### src/rtl/hazard_ctrl_param.sv
// Hazard and stall controller for the 5-stage pipeline with a data cache.
// Produces E-stage forwarding selects, load-use stalls, branch flushes and a
// cache-miss freeze. The freeze is sequenced by a two-state FSM with a down-counter.
// Optional feature macro: HAZ_PERF_CNT_EN adds three saturating perf counters
// (perf_stall, perf_miss, perf_flush). When the macro is undefined, those counters,
// their ports and the PERF_W parameter are absent.
module hazard_ctrl_param #(
    parameter int unsigned REG_AW       = 5,
    parameter int unsigned MISS_PENALTY = 5,
    parameter int unsigned CNT_W        = 8
`ifdef HAZ_PERF_CNT_EN
    ,
    parameter int unsigned PERF_W       = 32
`endif
) (
    input  logic              CLK,
    input  logic              CLR,
    input  logic              hit,
    input  logic [REG_AW-1:0] RsD,
    input  logic [REG_AW-1:0] RtD,
    input  logic [REG_AW-1:0] RsE,
    input  logic [REG_AW-1:0] RtE,
    input  logic              MemtoRegE,
    input  logic              MemtoRegM,
    input  logic              MemWriteM,
    input  logic              RegWriteM,
    input  logic              RegWriteW,
    input  logic [REG_AW-1:0] WriteRegM,
    input  logic [REG_AW-1:0] WriteRegW,
    input  logic              PCSrcE,
    output logic              StallF,
    output logic              StallD,
    output logic              StallE,
    output logic              StallM,
    output logic              FlushD,
    output logic              FlushE,
    output logic              FlushW,
    output logic [1:0]        ForwardAE,
    output logic [1:0]        ForwardBE
`ifdef HAZ_PERF_CNT_EN
    ,
    output logic [PERF_W-1:0] perf_stall,
    output logic [PERF_W-1:0] perf_miss,
    output logic [PERF_W-1:0] perf_flush
`endif
);

    typedef enum logic {
        StRun,
        StMiss
    } state_e;

    // A penalty of 1 means the detection cycle alone covers the miss.
    localparam bit              MultiCycle = (MISS_PENALTY > 1);
    localparam logic [CNT_W-1:0] MissLoad  = CNT_W'(MISS_PENALTY - 1);
    localparam logic [CNT_W-1:0] CntOne    = CNT_W'(1);

    state_e           state_q;
    logic [CNT_W-1:0] cnt_q;

    logic miss_now;
    logic freeze;
    logic branch;
    logic lwstall;

    // Selects the forwarding source for one E-stage operand; M is newer than W.
    function automatic logic [1:0] fwd_sel(
        input logic [REG_AW-1:0] src,
        input logic              wr_m,
        input logic [REG_AW-1:0] dst_m,
        input logic              wr_w,
        input logic [REG_AW-1:0] dst_w
    );
        logic [1:0] sel;
        sel = 2'b00;
        if (src != '0) begin
            if (wr_m && (src == dst_m)) begin
                sel = 2'b10;
            end else if (wr_w && (src == dst_w)) begin
                sel = 2'b01;
            end
        end
        return sel;
    endfunction

    // Forwarding selects, forced to the register file while reset is held.
    always_comb begin
        ForwardAE = 2'b00;
        ForwardBE = 2'b00;
        if (CLR) begin
            ForwardAE = fwd_sel(RsE, RegWriteM, WriteRegM, RegWriteW, WriteRegW);
            ForwardBE = fwd_sel(RtE, RegWriteM, WriteRegM, RegWriteW, WriteRegW);
        end
    end

    // Hazard conditions; a miss is only detected in RUN so hit is ignored during MISS.
    always_comb begin
        miss_now = (MemtoRegM | MemWriteM) & ~hit & (state_q == StRun);
        freeze   = miss_now | (state_q == StMiss);
        branch   = PCSrcE & ~freeze;
        // For a load in E the destination register is RtE.
        lwstall  = MemtoRegE & ((RsD == RtE) | (RtD == RtE)) & (RtE != '0);
    end

    // Stall/flush decode with priority freeze > branch > load-use; all quiet in reset.
    always_comb begin
        StallF = 1'b0;
        StallD = 1'b0;
        StallE = 1'b0;
        StallM = 1'b0;
        FlushD = 1'b0;
        FlushE = 1'b0;
        FlushW = 1'b0;
        if (CLR) begin
            if (freeze) begin
                StallF = 1'b1;
                StallD = 1'b1;
                StallE = 1'b1;
                StallM = 1'b1;
                FlushW = 1'b1;
            end else if (branch) begin
                // The D instruction dies, so any load-use stall on it is moot.
                FlushD = 1'b1;
                FlushE = 1'b1;
            end else if (lwstall) begin
                StallF = 1'b1;
                StallD = 1'b1;
                FlushE = 1'b1;
            end
        end
    end

    // Miss-penalty FSM: the detection cycle plus MISS_PENALTY-1 cycles in MISS.
    always_ff @(posedge CLK or negedge CLR) begin
        if (!CLR) begin
            state_q <= StRun;
            cnt_q   <= '0;
        end else begin
            case (state_q)
                StRun: begin
                    if (miss_now && MultiCycle) begin
                        state_q <= StMiss;
                        cnt_q   <= MissLoad;
                    end
                end
                StMiss: begin
                    cnt_q <= cnt_q - 1'b1;
                    if (cnt_q == CntOne) begin
                        state_q <= StRun;
                    end
                end
                default: begin
                    state_q <= StRun;
                    cnt_q   <= '0;
                end
            endcase
        end
    end

`ifdef HAZ_PERF_CNT_EN
    localparam logic [PERF_W-1:0] PerfMax = '1;

    // Saturating event counters; they stick at all-ones rather than wrapping.
    always_ff @(posedge CLK or negedge CLR) begin
        if (!CLR) begin
            perf_stall <= '0;
            perf_miss  <= '0;
            perf_flush <= '0;
        end else begin
            if (StallF && (perf_stall != PerfMax)) begin
                perf_stall <= perf_stall + 1'b1;
            end
            if (miss_now && (perf_miss != PerfMax)) begin
                perf_miss <= perf_miss + 1'b1;
            end
            if (FlushD && (perf_flush != PerfMax)) begin
                perf_flush <= perf_flush + 1'b1;
            end
        end
    end
`endif

endmodule

### config.mk
export PLATFORM = sky130hd
export DESIGN_NAME = hazard_ctrl_param
export DESIGN_NICKNAME = d
export VERILOG_FILES = /design/src/rtl/hazard_ctrl_param.sv
export SDC_FILE = /design/constraint.sdc
export NUM_CORES = 1
export LEC_CHECK = 0
export CAP_MARGIN = 25
export CORE_MARGIN = 1.5
export CORE_UTILIZATION = 39
export DETAILED_ROUTE_END_ITERATION = 7
export PLACE_DENSITY_LB_ADDON = 0.12
export SETUP_SLACK_MARGIN = 0.1
export SKIP_LAST_GASP = 1
export SLEW_MARGIN = 20
export SYNTH_ARGS = -nofsm -noshare
export SYNTH_HDL_FRONTEND = slang
export SYNTH_SLANG_ARGS = --single-unit
### constraint.sdc
create_clock -name CLK -period 2.6 [get_ports CLK]
set_input_delay 0.52 -clock CLK [delete_from_list [all_inputs] [get_ports CLK]]
set_output_delay 0.52 -clock CLK [all_outputs]
set_load 0.03 [all_outputs]
### Word-level counts from Yosys, hierarchy flattened

Cells that the tools add are included.

* bits in read-only memories: 0
* word-level logic and storage cells: 53
* memories: 0
* RAM bits: 0
* bits in latches: 0
* register bits after elaboration: 9
* input bits: 39

* shift-type cells: 0
* bitwise logic cells: 11
* add/sub/neg operators: 1
* order comparisons: 0
* mux-type cells: 25
* multiply operators: 0
* reductions and logical operators: 6
* divide/modulo/power cells: 0
* equal/unequal tests: 8

Operators with widths (count)
* == test 5 bit: 6
* two-way mux 1 bit: 16
* one-hot mux 8 bit (2 select lines): 1
* two-way mux 2 bit: 6
* nonzero test 5 bit: 2
* == test 8 x 1 -> 1 bit (second input constant): 1
* two-way mux 8 bit: 1
* subtractor 8 x 1 -> 8 bit (second input constant): 1
* bitwise AND 1 bit: 5
* logical AND 1 bit: 4
* NOT 1 bit: 3
* OR 1 bit: 3
* inequality test 2 bit (second input constant): 1
* one-hot mux 1 bit (2 select lines): 1

### Depth between registers and ports, before layout

* depth after elaboration: 9
* depth in mapped cells: 6
* gate-level depth less buffers: 6

### Least setup slack after synthesis

Ideal clock, no wire load.

* path type: input-to-output
* start point: input port RtE[4]
* end point: output port StallF
* arrival: 2.418 ns
* buffers on the path: 2
* setup slack: -0.338 ns
* stages: 6
* cells stage by stage: buf_2 xor2_1 nor4_1 a32oi_1 o32ai_1 buf_4

* word-level cells in the longest chain between the ends: 8
* elaborated cells between the ends (all ways): 10
* those cells by class: eq/ne (2); mux (4); bitwise (3); reduce/logical (1)

Ends and longest elaborated chain
* start: declaration: RTL line 22 `input logic [REG_AW-1:0] RtE,`
* == test 5 bit: RTL line 102 `lwstall = MemtoRegE & ((RsD == RtE) | (RtD == RtE)) & (RtE != '0);`
* OR 1 bit: RTL line 102
* bitwise AND 1 bit: RTL line 102
* bitwise AND 1 bit *: RTL line 102
* two-way mux 1 bit * (4 in a row)
* end: declaration: RTL line 31 `output logic StallF,`

Mark *: on every way between the ends. The rest lies on a longest branch, timed or not.

### Worst setup path after layout

* start point: input port RsE[1]
* end point: output port ForwardAE[1]

* word-level cells in the longest chain between the ends: 5
* elaborated cells between the ends (all ways): 6
* those cells by class: eq/ne (1); mux (3); reduce/logical (2)

Ends and longest elaborated chain
* start: declaration: RTL line 21 `input logic [REG_AW-1:0] RsE,`
* == test 5 bit: RTL line 77 `if (wr_m && (src == dst_m)) begin`
* logical AND 1 bit: RTL line 77
* two-way mux 2 bit: RTL line 77
* two-way mux 2 bit *: RTL line 76 `if (src != '0) begin`
* two-way mux 2 bit *: RTL line 90 `if (CLR) begin`
* end: declaration: RTL line 38 `output logic [1:0] ForwardAE,`

Marks and branches as above.

==> run summary <==
Status -> completed
CTS hold repair buffers -> 0
Routed Wire Length -> 2720 um
Met2 Usage GRT -> 44.2%
Longest Clk Path Bufs -> 2
DRT iter0 DRCs -> 3
Share of the synthesized area in the top cell type -> 24.6%
Worst Path Class, Setup -> input pin to output port
Final setup TNS -> 0 ns
Slew Limit Headroom -> 75.3%
Fin crit share -> 94.3%
Sequential cell area fraction in the yosys report -> 24.6%
Yosys warns -> 0
# port buffers -> 49
Total die area -> 2650 um^2
Busiest grt layer -> met2
P&R area growth vs syn -> 67.0%
Min cycle time layout -> 2.45 ns
Worst VDD drop -> 0.191 mV
Worst-Margin Slew -> 0.367 ns
Vias per std cell -> 5.22
Critical path startpoint category -> input pin
Clk sinks -> 9
Routing usage on met1 -> 20.2%
RSZ-0062 raised after global routing -> no
Inserted Diodes -> 0
DRC violations left -> 0
Maximum clock rate -> 0.408 GHz
Power Total -> 0.000413 W
Peak fanout along the critical path -> 3
Worst Hold Class -> register to register
Total GRT Usage -> 21.3%
Max-Cap Viols -> 0
Gr ovfl total -> 0
Final-report setup violation count -> 0
Fraction of layout cells with a size suffix above 1 -> 26.4%
TritonCTS clock tree -> built
I/O pins -> 50
PwrDens -> 270 nW/um^2
Area leader, netlist -> dfrtp_1
Number of global-route vias before repair -> 1017
Initial core utilization -> 41.5%
Largest net degree at the start of global routing -> 11
Final Hold Vio Count -> 0
Clk slew on worst S/H paths -> 0.06 ns
Drt wl/cell -> 14.5 um
Slew Limit Fails -> 0
DP HPWL -> 2250 um
H-Tree Depth -> 1
Mapped Cells -> 108
Die H -> 51.5 um
Setup crit end kind -> output port
Die width -> 51.5 um
Hold slack -> 0.508 ns
Flops & latches, synth -> 9
Top cells by area, synth -> dfrtp_1, xor2_1, xnor2_1, nor4_1, buf_2
Worst endpoint data arrival time -> 1.93 ns
Synth Area per Inst -> 8.49 um^2
Syn_nets -> 149
Post-CTS setup buffers -> 0
Via count -> 976
CTS Buf Count -> 3
First-pass iteration count of the detailed router -> 4
Placer Congestion -> 0.785
CTS root buffer -> clkbuf_4
Worst skew pair latency -> 0.26 ns
Rows -> 17
Core box area -> 2210 um^2
Synth Cell Area -> 917 um^2
Met3 GRT Util -> 2.30%
R2r setup slk -> 1.00 ns
Netlist cell types -> 33
Required time of the worst setup path -> 2.08 ns
Leakage -> 0.693 nW
First-pass GRT wire length -> 4230 um
Fin Clk Skew -> 0.00173 ns
Initial antenna violation count -> 0
Routed Antenna Nets -> 0
Layout net count -> 201
[cells in the mapped netlist]
master and instances:
a21oi_1 1, a32oi_1 1, and2_0 1, and2_2 1, and3_1 2, buf_2 6, buf_4 3, clkbuf_1 1
dfrtp_1 9, ha_1 2, inv_1 6, inv_2 1, nand2_1 3, nand2b_1 1, nand3_1 6, nand3b_1 1
nand4_1 2, nor2_1 3, nor3b_1 2, nor4_1 7, nor4b_1 1, o211ai_1 2, o21ai_0 3, o21ai_1 1
o21bai_1 1, o22ai_1 1, o311ai_2 1, o31ai_1 3, o32ai_1 1, o41ai_1 1, or4_1 4, xnor2_1 14
xor2_1 16
[cells by family after synthesis]
logic type,share of synthesized area [%]
AND/OR/NAND/NOR,22.1
XOR/XNOR,28.6
flip-flops,24.6
buffers and inverters,9.00
adder cells (fa/ha/maj),2.73
AO/OA/AOI/OAI,13.0
[power breakdown]
group,internal (W),switching (W),leakage (nW)
Sequential,0.000140,0,0.0956
Combinational,0.0000889,0.0000740,0.582
Clock,0.0000593,0.0000512,0.0150
[routing by layer]
metal | up-vias | wire length (um)
met2 | 35 | 1500
met4 | 0 | 42
li1 | 479 | -
met1 | 458 | 1060
met5 | - | 0
met3 | 4 | 122
[critical path, cell delays in order]
cell and delay (ns):
clkdlybuf4s50_1 0.46, or4_1 0.56, nor2_2 0.15, nor3b_2 0.07, buf_4 0.17
[layout make-up]
cell class | count | area [um^2]
Fill cell | 178 | 681
Sequential cell | 9 | 225
Multi-Input combinational cell | 82 | 698
Inverter | 7 | 26.3
Timing Repair Buffer | 57 | 520
Clock buffer | 4 | 26.3
Tap cell | 28 | 35.0
[sequential cells by signal (all words and copies together) (netlist names)]
signal and flops:
state_q 1, cnt_q 8
[timing repair]
action	4_1_cts	5_1_grt
pin swaps	7	8
endpoints found under the setup margin	7	7
resized for setup	23	27
[stage by stage]
| stage | util, % | instance area (um^2) | worst slack, ns | std cells |
|---|---|---|---|---|
| 2_1_floorplan | - | 947 | 0.0855 | 108 |
| 3_3_place_gp | 65.5 | 1450 | -0.115 | 183 |
| 3_5_place_dp | 65.5 | 1450 | -0.236 | 183 |
| 4_1_cts | 67.9 | 1500 | 0.102 | 187 |
| 5_1_grt | 69.2 | 1530 | 0.118 | 187 |
| 6_report | 69.2 | 1530 | 0.148 | 187 |
[path summary, 6_finish.rpt]
path                                from      endpoint  cells past startpoint
worst min register to register  cnt_q[7]      cnt_q[7]                      1
worst max register to register  cnt_q[0]      cnt_q[6]                      6
worst max-delay path              RsE[1]  ForwardAE[1]                      5
max in group asynchronous            CLR      cnt_q[7]                      2
worst min-delay path            cnt_q[7]      cnt_q[7]                      1
min in group asynchronous            CLR       state_q                      2
[cells in the final DEF, fill, tap and decap left out, types with 4 or more instances in the layout]
cell / Yosys / routed
clkdlybuf4s50_1: 0 / 17
clkbuf_2: 0 / 4
dfrtp_1: 9 / 9
buf_4: 3 / 18
inv_1: 6 / 6
nand3_1: 6 / 6
xnor2_1: 14 / 14
dlygate4sd2_1: 0 / 6
dlymetal6s2s_1: 0 / 8
xor2_1: 16 / 15
No activity file was read; power rests on OpenSTA's default activity.
